===== config.mk =====
export PLATFORM = sky130hd
export DESIGN_NAME = lfsr_pattern_gen
export DESIGN_NICKNAME = d
export VERILOG_FILES = /design/src/rtl/lfsr_pkg.sv /design/src/rtl/lfsr_core.sv /design/src/rtl/lfsr_pattern_gen.sv
export SDC_FILE = /design/constraint.sdc
export NUM_CORES = 1
export LEC_CHECK = 0
export BUFFER_PORTS_ARGS = -buffer_cell sky130_fd_sc_hd__buf_2
export CAP_MARGIN = 10
export CORE_MARGIN = 10
export CORE_UTILIZATION = 25
export DETAILED_ROUTE_END_ITERATION = 12
export MAX_ROUTING_LAYER = met4
export PLACE_DENSITY = 0.52
export SLEW_MARGIN = 10
export SYNTH_ARGS = -nofsm -noshare
export SYNTH_HDL_FRONTEND = slang
export SYNTH_SLANG_ARGS = --single-unit
export TNS_END_PERCENT = 30

===== constraint.sdc =====
create_clock -name clk -period 2.7 [get_ports clk]
set_clock_uncertainty 0.05 [all_clocks]
set_input_delay 0.405 -clock clk [delete_from_list [all_inputs] [get_ports clk]]
set_output_delay 0.405 -clock clk [all_outputs]
set_load 0.005 [all_outputs]

===== src/rtl/lfsr_pkg.sv =====
// Shared LFSR definitions: polynomial taps, pattern FSM states, step function.
// Used by the pattern generator and the lock checker so both ends agree.
package lfsr_pkg;

    localparam int LFSR_W = 8;

    typedef logic [LFSR_W-1:0] lfsr_t;

    // x^8 + x^6 + x^5 + x^4 + 1 : feedback from bits 7, 5, 4, 3
    localparam lfsr_t TAPS = 8'hB8;

    typedef enum logic [1:0] {
        IDLE  = 2'd0,
        BURST = 2'd1,
        GAP   = 2'd2
    } state_e;

    function automatic lfsr_t lfsr_next(input lfsr_t s);
        return {s[LFSR_W-2:0], ^(s & TAPS)};
    endfunction

endpackage


===== src/rtl/lfsr_core.sv =====
// Fibonacci LFSR state register with load, step and hold.
// A zero load value is replaced by the reset seed to avoid the lock-up state.
module lfsr_core
    import lfsr_pkg::*;
#(
    parameter lfsr_t RESET_SEED = '1
) (
    input  logic  clk,
    input  logic  i_reset_n,
    input  logic  i_load,
    input  lfsr_t i_load_val,
    input  logic  i_step,
    output lfsr_t o_state
);

    lfsr_t state_d;
    lfsr_t state_q;

    // Next state: load has priority over step; otherwise hold.
    always_comb begin
        state_d = state_q;
        if (i_load) begin
            state_d = (i_load_val == '0) ? RESET_SEED : i_load_val;
        end else if (i_step) begin
            state_d = lfsr_next(state_q);
        end
    end

    // State register with synchronous active-low reset.
    always_ff @(posedge clk) begin
        if (!i_reset_n) begin
            state_q <= RESET_SEED;
        end else begin
            state_q <= state_d;
        end
    end

    assign o_state = state_q;

endmodule


===== src/rtl/lfsr_pattern_gen.sv =====
// PRBS source with programmable valid/gap bursts and periodic error injection.
// The LFSR state is never corrupted; only the emitted word has bit 0 flipped.
module lfsr_pattern_gen
    import lfsr_pkg::*;
#(
    parameter int                     LFSR_WIDTH = 8,
    parameter logic [LFSR_WIDTH-1:0]  RESET_SEED = {LFSR_WIDTH{1'b1}},
    parameter int                     PAT_W      = 8,
    parameter int                     ERR_W      = 16
) (
    input  logic                  clk,
    input  logic                  i_reset_n,
    input  logic                  i_soft_reset,
    input  logic [LFSR_WIDTH-1:0] i_seed,
    input  logic                  i_enable,
    input  logic [PAT_W-1:0]      i_burst_len,
    input  logic [PAT_W-1:0]      i_gap_len,
    input  logic [ERR_W-1:0]      i_err_period,
    output logic [LFSR_WIDTH-1:0] o_LFSR,
    output logic                  o_valid,
    output logic                  o_err_injected,
    output logic [ERR_W-1:0]      o_word_count
);

    state_e                state_d, state_q;
    logic [PAT_W-1:0]      burst_len_d, burst_len_q;
    logic [PAT_W-1:0]      gap_len_d, gap_len_q;
    logic [ERR_W-1:0]      err_period_d, err_period_q;
    logic [PAT_W-1:0]      burst_cnt_d, burst_cnt_q;
    logic [PAT_W-1:0]      gap_cnt_d, gap_cnt_q;
    logic [ERR_W-1:0]      err_cnt_d, err_cnt_q;
    logic [ERR_W-1:0]      word_cnt_d, word_cnt_q;
    logic [LFSR_WIDTH-1:0] lfsr_d, lfsr_q;
    logic                  valid_d, valid_q;
    logic                  err_d, err_q;

    logic [PAT_W-1:0]      eff_burst, eff_gap;
    logic [ERR_W-1:0]      eff_err;
    logic [PAT_W-1:0]      burst_inc, gap_inc;
    logic [ERR_W-1:0]      err_inc;
    logic                  emit, inj;
    lfsr_t                 s;

    lfsr_core #(
        .RESET_SEED (RESET_SEED)
    ) u_core (
        .clk        (clk),
        .i_reset_n  (i_reset_n),
        .i_load     (i_soft_reset),
        .i_load_val (i_seed),
        .i_step     (emit),
        .o_state    (s)
    );

    assign burst_inc = burst_cnt_q + 1'b1;
    assign gap_inc   = gap_cnt_q + 1'b1;
    assign err_inc   = err_cnt_q + 1'b1;

    // Pattern FSM, counters, error injection and output word formation.
    always_comb begin
        state_d      = state_q;
        burst_len_d  = burst_len_q;
        gap_len_d    = gap_len_q;
        err_period_d = err_period_q;
        burst_cnt_d  = burst_cnt_q;
        gap_cnt_d    = gap_cnt_q;
        err_cnt_d    = err_cnt_q;
        word_cnt_d   = word_cnt_q;
        lfsr_d       = lfsr_q;
        valid_d      = 1'b0;
        err_d        = 1'b0;
        emit         = 1'b0;
        inj          = 1'b0;
        // Leaving IDLE emits a word using the controls being latched now.
        eff_burst    = (state_q == IDLE) ? i_burst_len  : burst_len_q;
        eff_gap      = (state_q == IDLE) ? i_gap_len    : gap_len_q;
        eff_err      = (state_q == IDLE) ? i_err_period : err_period_q;

        if (i_soft_reset) begin
            state_d     = IDLE;
            burst_cnt_d = '0;
            gap_cnt_d   = '0;
            err_cnt_d   = '0;
            word_cnt_d  = '0;
        end else if (!i_enable) begin
            state_d     = IDLE;
            burst_cnt_d = '0;
            gap_cnt_d   = '0;
        end else if (state_q == GAP) begin
            if (gap_inc == gap_len_q) begin
                state_d      = BURST;
                gap_cnt_d    = '0;
                burst_len_d  = i_burst_len;
                gap_len_d    = i_gap_len;
                err_period_d = i_err_period;
            end else begin
                gap_cnt_d = gap_inc;
            end
        end else begin
            emit = 1'b1;
        end

        if (emit) begin
            state_d = BURST;
            if (state_q == IDLE) begin
                burst_len_d  = i_burst_len;
                gap_len_d    = i_gap_len;
                err_period_d = i_err_period;
            end
            if (eff_err != '0) begin
                if (err_inc == eff_err) begin
                    inj       = 1'b1;
                    err_cnt_d = '0;
                end else begin
                    err_cnt_d = err_inc;
                end
            end
            if (eff_burst == '0) begin
                burst_cnt_d = '0;
            end else if (burst_inc == eff_burst) begin
                burst_cnt_d = '0;
                if (eff_gap != '0) begin
                    state_d = GAP;
                end else begin
                    burst_len_d  = i_burst_len;
                    gap_len_d    = i_gap_len;
                    err_period_d = i_err_period;
                end
            end else begin
                burst_cnt_d = burst_inc;
            end
            lfsr_d  = s ^ {{(LFSR_WIDTH-1){1'b0}}, inj};
            valid_d = 1'b1;
            err_d   = inj;
            if (word_cnt_q != '1) begin
                word_cnt_d = word_cnt_q + 1'b1;
            end
        end
    end

    // All state and registered outputs, synchronous active-low reset.
    always_ff @(posedge clk) begin
        if (!i_reset_n) begin
            state_q      <= IDLE;
            burst_len_q  <= '0;
            gap_len_q    <= '0;
            err_period_q <= '0;
            burst_cnt_q  <= '0;
            gap_cnt_q    <= '0;
            err_cnt_q    <= '0;
            word_cnt_q   <= '0;
            lfsr_q       <= '0;
            valid_q      <= 1'b0;
            err_q        <= 1'b0;
        end else begin
            state_q      <= state_d;
            burst_len_q  <= burst_len_d;
            gap_len_q    <= gap_len_d;
            err_period_q <= err_period_d;
            burst_cnt_q  <= burst_cnt_d;
            gap_cnt_q    <= gap_cnt_d;
            err_cnt_q    <= err_cnt_d;
            word_cnt_q   <= word_cnt_d;
            lfsr_q       <= lfsr_d;
            valid_q      <= valid_d;
            err_q        <= err_d;
        end
    end

    assign o_LFSR         = lfsr_q;
    assign o_valid        = valid_q;
    assign o_err_injected = err_q;
    assign o_word_count   = word_cnt_q;

endmodule

==> results_dict.tcl, run 1 <==
set metrics [dict create \
    outcome "finished, final reports clean" \
    ys_async_sr_fraction_pct 0 \
    clkTransAtPathRegs_ns 0.07 \
    synth-main-ff-cell "dfxtp_1" \
    io_pins 70 \
    fin_setup_tns_ns 0 \
    sw_frac_of_total_pct 26.7 \
    synth_top_area_cell "dfxtp_1" \
    cp_max_fo 6 \
    grt_max_degree 49 \
    synth_area_mm2 0.00565 \
    syn_avg_cell_area_um2 7.99 \
    reg2reg_from "state_q[1]" \
    portBuffers 69 \
    grt_pass1_wl_um 26600 \
    routed_wirelength_um 16200 \
    end_kind "register" \
    grt-ovfl-total 0 \
    grt_use_total_pct 11.6 \
    place.gp.congestion 0.807 \
    p_int_uw 2390 \
    syn_nets 755 \
    worstReg2RegEnd "o_LFSR[0]" \
    slew_viol_final 0 \
    htree_levels 3 \
    vdd_drop_max_mv 0.229 \
    r2r_setup_slack_ns 0.09 \
    start_kind "register" \
    drc 0 \
    post-route-min-period_ns 2.61 \
    crit_start "state_q[1]" \
    yosysSeqAreaShare_pct 35.4 \
    antenna_found_initial 3 \
    drive_gt1_share_pct 19.4 \
    p_per_area_mw_per_mm2 465 \
    cts_buffers 9 \
    dieArea_mm2 0.0290 \
    p_comb_share_pct 12.6 \
    clock_sinks 100 \
    via_per_inst 4.71 \
    maxSlewHeadroom_pct 44.6 \
    nets 846 \
    p_clk_share_pct 39.5 \
    critPathRequiredTime_ns 2.93 \
    rows 54 \
    first_pass_iters 5 \
    dp_hpwl_um 11900 \
    crit_path_end "o_LFSR[0]" \
    start_util_pct 25.7 \
    synth_area_leaders "dfxtp_1 35%, nand2_1 10%, mux2i_1 8.9%" \
    antenna_left 0 \
    drt_iter0_drc 274 \
    cap_violations 0 \
    clockBufferDepth 2 \
    cts_tree "done" \
    cts_root_buffer "clkbuf_16" \
    worstSetupPathType "reg -> reg" \
    grt_pass1_vias 4918 \
    ys_ff_latch 100 \
    yosys_warnings 0 \
    fill_cells 2349 \
    hp-class "in -> reg" \
    max_freq_ghz 0.383 \
    die_h_um 170 \
    power_frac_seq_pct 47.9 \
    wl_per_cell_um 14.9 \
    syn_to_final_growth_pct 23.8 \
    power.switching_uw 868 \
    setup_viol 0 \
    cp.arrival_ns 2.84 \
    hold_viol 0 \
    synth_top_area_share_pct 35.4 \
    power_uw 3250 \
    die_w_um 170 \
    ys_types 55 \
    reg2reg_depth 10 \
    core_mm2 0.0220 \
    synthCells 707 \
    post-route-period-util_pct 96.8 \
    synth_edf_count 0 \
    worst_pin_slew_ns 0.829 \
    clk_latency_ns 0.35 \
    rsz0062_at_grt "yes" \
    num_vias 5125 \
    leakage_uw 0.00300 \
]
[power groups by stage]
| stage | Clock [µW] | Combinational, µW | Sequential (µW) |
|---|---|---|---|
| global route | 1390 | 457 | 1560 |
| detailed placement | 0 | 387 | 1590 |
| global placement | 0 | 386 | 1590 |
| CTS | 1340 | 389 | 1560 |
| floorplan | 0 | 251 | 1580 |
| finish | 1280 | 410 | 1560 |
[worst min path at each step]
stage / depth (start not counted) / start / slack [ns] / end
after floorplan: 2 / gap_cnt_q[7] / 0.40 / gap_cnt_q[7]
after global placement: 2 / o_LFSR[3] / 0.41 / o_LFSR[3]
after detailed placement: 2 / o_LFSR[2] / 0.41 / o_LFSR[2]
after CTS: 3 / i_seed[2] / 0.23 / u_core.o_state[2]
after global routing: 3 / i_seed[2] / 0.24 / u_core.o_state[2]
final: 3 / i_seed[4] / 0.25 / u_core.o_state[4]
[Yosys cell counts, types with 6 or more instances]
| cell type | n |
|---|---|
| mux2i_1 | 50 |
| nor3_1 | 10 |
| a21oi_1 | 9 |
| clkbuf_1 | 24 |
| nor2b_1 | 9 |
| o21ai_0 | 23 |
| nand3_1 | 25 |
| o2111ai_1 | 10 |
| xnor2_1 | 38 |
| and4_1 | 6 |
| inv_1 | 9 |
| nor4_1 | 20 |
| o22ai_1 | 8 |
| nor2_1 | 64 |
| a21boi_0 | 8 |
| dfxtp_1 | 100 |
| nand4_1 | 15 |
| and2_1 | 16 |
| xor2_1 | 22 |
| nand2_1 | 156 |
| nor3b_1 | 7 |
[cells in the final DEF, fill, tap and decap left out, drive strengths merged, types with 3 or more instances in the layout]
cell type,instances
a211oi,3
clkbuf,13
or3b,3
nor3b,7
and4,6
and2,16
mux2i,50
o211ai,5
xor2,22
or3,5
o21ai,24
nor2b,9
o21a,5
dfxtp,100
o22ai,8
xnor2,38
nand4,16
clkinvlp,3
buf,114
diode,4
a32oi,3
a21boi,8
nor3,10
and3,4
nand2b,5
nor2,65
nand3,25
ha,4
a21oi,9
o2111ai,10
inv,9
o221a,3
nor4,20
nand2,156
[flip-flops by register name, indices dropped and copies added (netlist names)]
name and count:
state_q 2, o_valid 1, gap_cnt_q 8, burst_cnt_q 8, err_cnt_q 16, gap_len_q 8, u_core.o_state 8, burst_len_q 8
o_LFSR 8, o_err_injected 1, err_period_q 16, o_word_count 16
[worst max-delay path, cell delays in order (launching register included)]
cell and delay (ns):
dfxtp_2 0.38, nor2_8 0.18, buf_12 0.13, mux2i_2 0.32
xor2_1 0.21, xnor2_1 0.09, nor4_1 0.32, buf_4 0.17
nand4_2 0.14, or3_1 0.38, a31oi_1 0.16
[metrics by stage]
step / hold WS [ns] / instance area [µm²] / setup slack (ns) / utilization, % / cells
final: 0.253 / 6990 / 0.0859 / 31.8 / 1087
after global routing: 0.244 / 6990 / -0.0160 / 31.7 / 1086
after CTS: 0.232 / 6820 / 0.00487 / 30.9 / 1075
after detailed placement: 0.407 / 6530 / -0.0183 / 29.6 / 1059
after global placement: 0.407 / 6530 / -0.0100 / 29.6 / 1059
after floorplan: 0.396 / 5650 / 0.153 / - / 707
[timing repair]
item                       4_1_cts  5_1_grt
gates resized for setup          0       15
setup buffers                    0        6
hold buffers                     0        0
hold endpoints to repair         0        0
setup endpoints to repair        0       57
[kinds of logic after synthesis]
kind of cell | Yosys count | share of synthesized area (%)
xor gates and xnor gates | 62 | 10.1
adders and majority gates | 4 | 0.886
and+or+nand+nor | 353 | 29.7
buffers and inverters | 45 | 3.45
muxes | 51 | 9.05
DFF | 100 | 35.4
AOI/OAI and AO/OA | 92 | 11.4
[routing by layer]
| layer | part of all wire [%] | GRT usage [%] | vias to the layer above |
|---|---|---|---|
| met3 | 4.7 | 3.08 | 12 |
| met2 | 44 | 17.3 | 87 |
| li1 | - | - | 2664 |
| met1 | 50 | 15.0 | 2362 |
| met5 | 0 | - | - |
| met4 | 1.2 | 3.66 | 0 |
[cell type report]
| class | count | area (µm²) | area share (%) |
|---|---|---|---|
| flip-flops and latches | 100 | 2010 | 28.7 |
| clock buffers | 11 | 253 | 3.61 |
| diodes | 4 | 10.0 | 0.143 |
| well taps | 280 | 350 | 5.01 |
| inverters | 9 | 33.8 | 0.483 |
| repair buffers | 116 | 798 | 11.4 |
| clock inverters | 5 | 36.3 | 0.519 |
| multi-input cells | 562 | 3500 | 50.1 |
(Power assumes the default switching activity.)
==> run 2, diff against run 1 <==
RECOVER_POWER = 50   (was default)
==> results_dict.tcl, run 2 (same netlist as run 1, synthesis figures left out) <==
set metrics [dict create \
    power_uw 3250 \
    htree_levels 3 \
    rows 54 \
    max_freq_ghz 0.382 \
    cap_violations 0 \
    maxSlewHeadroom_pct 45.0 \
    place.gp.congestion 0.807 \
    p_per_area_mw_per_mm2 467 \
    clock_sinks 100 \
    worst_pin_slew_ns 0.822 \
    hold_viol 0 \
    cts_tree "done" \
    holdWs_ns 0.253 \
    first_pass_iters 5 \
    cp_cell_sequence "nor2_8 -> buf_12 -> mux2i_2 -> xor2_1 -> xnor2_1 -> nor4_1 -> buf_4 -> nand4_2 -> or3_1 -> a31oi_1" \
    clockBufferDepth 2 \
    antenna_left 0 \
    start_kind "register" \
    vdd_drop_max_mv 0.229 \
    cp.arrival_ns 2.84 \
    final_cell_mix "156 x nand2_1, 95 x dfxtp_1, 62 x nor2_1" \
    dieArea_mm2 0.0290 \
    postPlaceCellArea_mm2 0.00653 \
    post-route-min-period_ns 2.61 \
    crit_buf_inv 2 \
    final_common_cell "nand2_1" \
    start_util_pct 25.7 \
    drt_iter0_drc 279 \
    die_h_um 170 \
    leakage_uw 0.00289 \
    hp-class "in -> reg" \
    grt_use_total_pct 11.6 \
    postLayoutCellArea_mm2 0.00696 \
    via_per_inst 4.72 \
    fill_cells 2360 \
    cp_slowest_cell "dfxtp_2" \
    clk_latency_ns 0.35 \
    end_kind "register" \
    nets 846 \
    routed_wirelength_um 16100 \
    core_mm2 0.0220 \
    drc 0 \
    outcome "finished, final reports clean" \
    antenna_found_initial 3 \
    critPathRequiredTime_ns 2.93 \
    wl_per_cell_um 14.8 \
    grt_pass1_wl_um 26600 \
    cts_buffers 9 \
    portBuffers 69 \
    dp_hpwl_um 11900 \
    dp.cells 1059 \
    clkTransAtPathRegs_ns 0.07 \
    io_pins 70 \
    cp_max_fo 6 \
    grt-ovfl-total 0 \
    post-route-period-util_pct 96.8 \
    worstSetupPathType "reg -> reg" \
    syn_to_final_growth_pct 23.1 \
    place_ws_ns -0.0183 \
    grt_pass1_vias 4918 \
    crit_path_max_incr_delay_ns 0.38 \
    rsz0062_at_grt "yes" \
    num_vias 5126 \
    grt_max_degree 49 \
    cts_root_buffer "clkbuf_16" \
    final.setup.worst_slack_ns 0.0852 \
    final_cell_count_no_fill 1087 \
    slew_viol_final 0 \
    setup_viol 0 \
    path_delay_family "simple AND/OR/NAND/NOR gates" \
    drive_gt1_share_pct 16.4 \
    die_w_um 170 \
    cts_hold_buf 0 \
]
-- run 2: timing repair --
action	CTS	global route
setup buffers	0	6
setup endpoints to repair	0	57
gates resized for setup	0	15
-- run 2: stage by stage --
stage | TNS (ns) | util [%]
detailed placement | -0.420 | 29.6
global placement | -0.294 | 29.6
CTS | 0 | 30.9
global route | -0.0317 | 31.6
finish | 0 | 31.6
floorplan | 0 | -
-- run 2: layout make-up --
class | count | area (µm²) | share of cell area (%)
multi-input cells | 562 | 3500 | 50.3
flip-flops and latches | 100 | 2010 | 28.9
clock buffers | 11 | 253 | 3.63
well taps | 280 | 350 | 5.03
repair buffers | 116 | 763 | 11.0
clock inverters | 5 | 36.3 | 0.521
inverters | 9 | 33.8 | 0.485
diodes | 4 | 10.0 | 0.144
-- run 2: tightest hold or removal path, delay by kind of cell --
| family | cells | cell delay (ns) |
|---|---|---|
| buf+inv | 1 | 0.08 |
| simple gates | 1 | 0.06 |
| compound gates | 1 | 0.08 |
-- run 2: metal layers --
metal  wire, µm  up-vias  global-route usage [%]
met5          0        -                       -
met4        195        0                    3.66
met3        783       12                    3.08
met2       7060       90                    17.3
met1       8070     2362                    15.0
li1           -     2662                       -
-- run 2: worst paths after layout --
path / cells past startpoint / slack, ns / endpoint / start
setup / recovery: 10 / 0.09 / o_LFSR[0] / state_q[1]
hold / removal: 3 / 0.25 / u_core.o_state[4] / i_seed[4]
setup reg to reg: 10 / 0.09 / o_LFSR[0] / state_q[1]
hold reg to reg: 2 / 0.41 / o_LFSR[2] / o_LFSR[2]
-- run 2: power by group --
group          leakage [µW]  switching, µW  internal (µW)  total (µW)
Clock              0.000134            605            676        1280
Combinational       0.00194            219            187         406
Sequential         0.000816           41.3           1520        1560
Total               0.00289            866           2380        3250
